**src/rtl/stack_arbiter.sv**
```systemverilog
// Round-robin arbiter that lets two requesters share one LIFO stack.
// It drives the stack's push/pop strobes as single-cycle pulses and returns popped data.
module stack_arbiter #(
  parameter int DATA_W     = 4,
  parameter bit FIRST_PRIO = 1'b0
) (
  input  logic              clk,
  input  logic              rstN,
  input  logic              req0,
  input  logic              req1,
  input  logic              op0,
  input  logic              op1,
  input  logic [DATA_W-1:0] wdata0,
  input  logic [DATA_W-1:0] wdata1,
  output logic              gnt0,
  output logic              gnt1,
  output logic              done0,
  output logic              done1,
  output logic              err0,
  output logic              err1,
  output logic [DATA_W-1:0] rdata,
  output logic              busy,
  output logic              stk_push,
  output logic              stk_pop,
  output logic [DATA_W-1:0] stk_data_In,
  input  logic [DATA_W-1:0] stk_data_Out,
  input  logic              stk_full,
  input  logic              stk_empty,
  output logic [2:0]        state_dbg
);

  // Handshake: a client holds req/op/wdata stable until its done pulse. gnt
  // marks the IDLE cycle in which the request is taken, done ends it, and err
  // qualifies done. A req still high in the following IDLE is a new request.
  localparam logic [2:0] IDLE  = 3'd0;
  localparam logic [2:0] ISSUE = 3'd1;
  localparam logic [2:0] CAPT  = 3'd2;
  localparam logic [2:0] RESP  = 3'd3;
  localparam logic [2:0] REJ   = 3'd4;

  logic [2:0]        state_q, state_d;
  logic              id_q, id_d;
  logic              op_q, op_d;
  logic [DATA_W-1:0] wdata_q, wdata_d;
  logic              rr_q, rr_d;
  logic [DATA_W-1:0] rdata_q, rdata_d;
  logic              pick;
  logic              reject;

  always_comb begin
    state_d     = state_q;
    id_d        = id_q;
    op_d        = op_q;
    wdata_d     = wdata_q;
    rr_d        = rr_q;
    rdata_d     = rdata_q;
    gnt0        = 1'b0;
    gnt1        = 1'b0;
    done0       = 1'b0;
    done1       = 1'b0;
    err0        = 1'b0;
    err1        = 1'b0;
    stk_push    = 1'b0;
    stk_pop     = 1'b0;
    stk_data_In = '0;
    pick        = (req0 && req1) ? rr_q : req1;
    reject      = 1'b0;
    case (state_q)
      IDLE: begin
        if (req0 || req1) begin
          id_d    = pick;
          op_d    = pick ? op1 : op0;
          wdata_d = pick ? wdata1 : wdata0;
          // gnt is combinational, so gate it with reset to keep outputs quiet.
          gnt0    = rstN && !pick;
          gnt1    = rstN && pick;
          reject  = op_d ? stk_empty : stk_full;
          state_d = reject ? REJ : ISSUE;
        end
      end
      ISSUE: begin
        if (op_q) begin
          stk_pop = 1'b1;
          state_d = CAPT;
        end else begin
          stk_push    = 1'b1;
          stk_data_In = wdata_q;
          state_d     = RESP;
        end
      end
      CAPT: begin
        rdata_d = stk_data_Out;
        state_d = RESP;
      end
      RESP: begin
        done0   = !id_q;
        done1   = id_q;
        rr_d    = !rr_q;
        state_d = IDLE;
      end
      REJ: begin
        done0   = !id_q;
        done1   = id_q;
        err0    = !id_q;
        err1    = id_q;
        rr_d    = !rr_q;
        state_d = IDLE;
      end
      default: state_d = IDLE;
    endcase
  end

  always_ff @(posedge clk or negedge rstN) begin
    if (!rstN) begin
      state_q <= IDLE;
      id_q    <= 1'b0;
      op_q    <= 1'b0;
      wdata_q <= '0;
      rr_q    <= FIRST_PRIO;
      rdata_q <= '0;
    end else begin
      state_q <= state_d;
      id_q    <= id_d;
      op_q    <= op_d;
      wdata_q <= wdata_d;
      rr_q    <= rr_d;
      rdata_q <= rdata_d;
    end
  end

  assign rdata     = rdata_q;
  assign busy      = (state_q != IDLE);
  assign state_dbg = state_q;

endmodule
```
**config.mk**
```make
export PLATFORM = sky130hd
export DESIGN_NAME = stack_arbiter
export DESIGN_NICKNAME = d
export VERILOG_FILES = /design/src/rtl/stack_arbiter.sv
export SDC_FILE = /design/constraint.sdc
export NUM_CORES = 1
export LEC_CHECK = 0
export ABC_CLOCK_PERIOD_IN_PS = 1800
export CORE_MARGIN = 1.5
export CORE_UTILIZATION = 39
export CTS_BUF_LIST = sky130_fd_sc_hd__clkbuf_8
export DETAILED_ROUTE_END_ITERATION = 10
export PLACE_DENSITY = 0.81
export SYNTH_ARGS = -nofsm -noshare
export SYNTH_HDL_FRONTEND = slang
export SYNTH_SLANG_ARGS = --single-unit
```
**constraint.sdc**
```tcl
create_clock -name clk -period 1.8 [get_ports clk]
set_input_delay 0.27 -clock clk [delete_from_list [all_inputs] [get_ports clk]]
set_output_delay 0.27 -clock clk [all_outputs]
set_load 0.03 [all_outputs]
```
Word-level counts from Yosys, hierarchy flattened
Cells that the tools add are included.

word-level totals
  bits in writable memories = 0
  input port bits = 20
  memories = 0
  register bits after elaboration = 14
  bits in latches = 0
  output and inout bits = 20
  bits in read-only memories = 0

operators by class
  divide/modulo/power cells = 0
  eq/ne operators = 5
  shift operators = 0
  $mul = 0
  muxes and demuxes = 22
  add/subtract/negate cells = 0
  $lt $le $gt $ge = 0
  reduce and logical (&&, ||, !) cells = 11
  bitwise logic cells = 0

operators with widths
  operator              count
  $mux W1               16
  $mux W4               3
  $pmux W3 S3           1
  $eq A3 B2 Y1 const B  2
  $mux W3               2
  $eq A3 B1 Y1 const B  1
  $eq A3 B3 Y1 const B  1
  $logic_and A1 B1 Y1   3
  $logic_not A1 Y1      3
  $logic_not A3 Y1      1
  $reduce_bool A3 Y1    1
  $ne A2 B2 Y1 const B  1
  $reduce_and A2 Y1     1
  $reduce_or A2 Y1      1
  $logic_or A1 B1 Y1    1

Longest topological paths before layout
  depth in word-level cells = 7
  gate-level depth with buffers = 6
  depth with buffers taken out = 4

Worst setup path after synthesis
OpenSTA, ideal clock, no wires.

  kind = reg-to-output
  from = reg state_q[1] (netlist: state_dbg[1])
  to = out stk_data_In[0]
  path buffers = 0
  arrival time = 1.962 ns
  setup slack = -0.432 ns
  stages on the path, launching flop included = 4
  cell sequence = dfrtp_1 > nand2b_1 > nor3_1 > and2_1

between the ends
  cells in the longest elaborated chain, start to end = 2

RTL lines
  element                 RTL line  text
  start, declared         41        logic [2:0] state_q, state_d;
  start signal, assigned  122       state_q <= state_d;
  $eq A3 B1 Y1            68        case (state_q)
  $mux W4                 68
  end, declared           25        output logic [DATA_W-1:0] stk_data_In,

Every way passes these cells.

Worst setup path after layout
  from = reg state_q[1] (netlist: state_dbg[1])
  to = out gnt0

between the ends
  cells in the longest elaborated chain, start to end = 2

RTL lines
  element           RTL line  text
  $logic_not A3 Y1  68
  $mux W1           68
  end, declared     15        output logic gnt0,

Every way passes these cells.

==> summary.txt <==
Logic synthesis
  • Post-synthesis async set-or-reset flop share: 100%
  • Library cells used by synthesis: 23
  • Seq cells post-synth: 14
  • Synth Instances: 71
  • Synth area leaders: dfrtp_1 48%, mux2_2 6.2%, mux2i_1 5.5%
  • Most frequent cells after synthesis: 14 x dfrtp_1, 9 x nand2_1, 5 x and2_1
  • Post-synth EDFFs: 0
  • Dominant synthesized flop cell: dfrtp_1
  • Yosys top cell by area: dfrtp_1
  • Mean Syn Cell Area: 10.3 um2
  • Post-Syn Area: 731 um2
  • Syn. warnings: 0
  • Most instantiated library cell after synthesis: dfrtp_1
  • Sequential element share of the synthesized area: 47.9%
  • Net count after synthesis: 91
  • Synth top area share: 47.9%

Setup path
  • CP Capture Type: output port
  • RR Startpoint: state_dbg[1]
  • Critical path peak fanout: 6
  • Critical path startpoint category: register
  • WS Path Type: register to output port
  • R2R depth: 5
  • CP Data Arrival Time: 1.48 ns
  • R2R Path End: op_q
  • Worst reg2reg setup slack: 0.17 ns
  • Critical Path RT: 1.53 ns

Placement
  • Post-DP HPWL: 1430 um
  • Routability Congestion: 0.783
  • Placement Setup Slack: 0.0865 ns
  • Placed Instance Area: 1150 um2
  • # port buffers: 39
  • Placed insts: 136

STA
  • Final Hold Fails: 0
  • Worst clock skew: 0.00534 ns
  • Fin crit period: 1.75 ns
  • Total Negative Setup Slacks: 0 ns
  • Max frequency: 0.573 GHz
  • RSZ-0062 raised after global routing: yes
  • Worst Tran Pin Value: 0.352 ns
  • Worst slew margin: 76.3%
  • Max Slew Vio Count: 0
  • Setup ws final: 0.0535 ns
  • Setup violators final: 0
  • Period utilisation layout: 97.0%

Cells and area
  • Final core utilization: 69.5%
  • Area growth syn-to-layout: 65.9%
  • Post-route cell area: 1210 um2
  • Final net count: 137
  • Final non-filler cell total: 141
  • Antenna cells: 0
  • Layout fillers: 148
  • Fraction of layout cells with a size suffix above 1: 25.9%

Min path
  • Hold Crit Class: input port to asynchronous set/reset pin

Die
  • Top Ports: 40
  • Die Wd: 46.3 um
  • Initial Utilization: 41.9%
  • Core Area: 1750 um2
  • Std-Cell Rows: 15
  • Die height: 46.3 um
  • Die Area: 2140 um2

Clock network
  • Total CTS buffers: 3
  • CTS max path bufs: 2
  • Latest clock arrival within the worst-skew pair: 0.24 ns
  • Post-CTS Hold Buffers: 0
  • H-tree lvl count: 1
  • Clk slew on worst S/H paths: 0.06 ns
  • CTS tree: built
  • CTS Root Cell: clkbuf_8
  • Clk sinks: 14

Power
  • Power per cell area: 1650 nW/um2
  • Worst vdd ir: 1.01 mV
  • Leakage: 0.000554 uW

Routing
  • Final wirelength: 1760 um
  • Vias per cell: 4.84
  • DRT iter0 DRCs: 8
  • Final ANT Viol Nets: 0
  • Drt drc: 0
  • Drt wl/cell: 12.4 um
  • Iteration count of the initial detailed-routing pass: 4
  • Vias post-DR: 682

Global route
  • Largest net degree at the start of global routing: 15
  • Grt ovf: 0
  • GRT Overall Usage: 18.4%
  • First-pass GRT wire length: 2750 um
  • Vias in the first global route: 670
  • Initial antenna violation count: 0

Run
  • MaxCap Viol Count: 0

Status
  • Status: finished clean
cell usage in the layout, fill, tap and decap left out, drive strengths merged:
master,count
a21boi,1
a21oi,2
and2,5
and3,2
buf,14
clkbuf,3
clkdlybuf4s15,1
clkdlybuf4s50,26
dfrtp,14
dlygate4sd2,2
inv,3
mux2,4
mux2i,4
nand2,9
nand2b,3
nor2,4
nor2b,1
nor3,4
nor3b,1
o21a,2
o21ai,6
o21ba,1
o21bai,1
o32ai,1
or3,1
xor2,1
kinds of logic after synthesis:
family	share of synthesized area (%)
and+or+nand+nor	21.4
AOI/OAI and AO/OA	13.7
DFF	47.9
muxes	11.6
buffers and inverters	4.11
xor gates and xnor gates	1.20
layer usage:
metal,track usage [%],up-vias,part of all wire [%]
li1,-,334,-
met1,19.9,315,41
met2,34.4,29,53
met3,2.75,4,4.8
met4,8.57,0,1.5
met5,0,-,0
power by group:
part           total, uW  internal, uW  switching, uW
combinational       1160           519            641
clock                251           150            101
sequential           583           473            111
final cells by class:
cell class                      instances  area (um2)  area share, %
Multi-Input combinational cell         53         380           31.4
Inverter                                2        7.51          0.619
Sequential cell                        14         352           29.0
Tap cell                               25        31.3           2.58
Clock buffer                            3        41.3           3.41
Clock inverter                          1        3.75          0.310
Timing Repair Buffer                   43         397           32.7
flip-flops by register name, indices dropped and copies added (netlist names):
register,cells
state_dbg,3
rr_q,1
op_q,1
rdata,4
wdata_q,4
id_q,1
critical path, cell delays in order, from the launching register on:
cell and delay, ns:
dfrtp_1 0.43, or3_4 0.41, o21bai_4 0.19, nor2_4 0.08, buf_6 0.13
worst max-delay path by stage:
stage	startpoint	endpoint	slack [ns]
floorplan	state_dbg[1]	stk_data_In[0]	-0.10
global placement	req0	state_dbg[0]	0.1
detailed placement	req0	state_dbg[0]	0.09
CTS	state_dbg[2]	done0	0.005
global route	state_dbg[1]	gnt0	-0.0007
finish	state_dbg[1]	gnt0	0.05
through the flow:
stage	power (uW)	hold WS [ns]
2_1_floorplan	1320	-0.0256
3_3_place_gp	1690	0.453
3_5_place_dp	1730	0.468
4_1_cts	1990	0.457
5_1_grt	2130	0.471
6_report	1990	0.453
repair_timing:
item | 4_1_cts | 5_1_grt
endpoints found under the setup margin | 4 | 7
gates resized for setup | 3 | 6
pin swaps | 0 | 1
buffers inserted | 1 | 0
(Power assumes the default switching activity.)
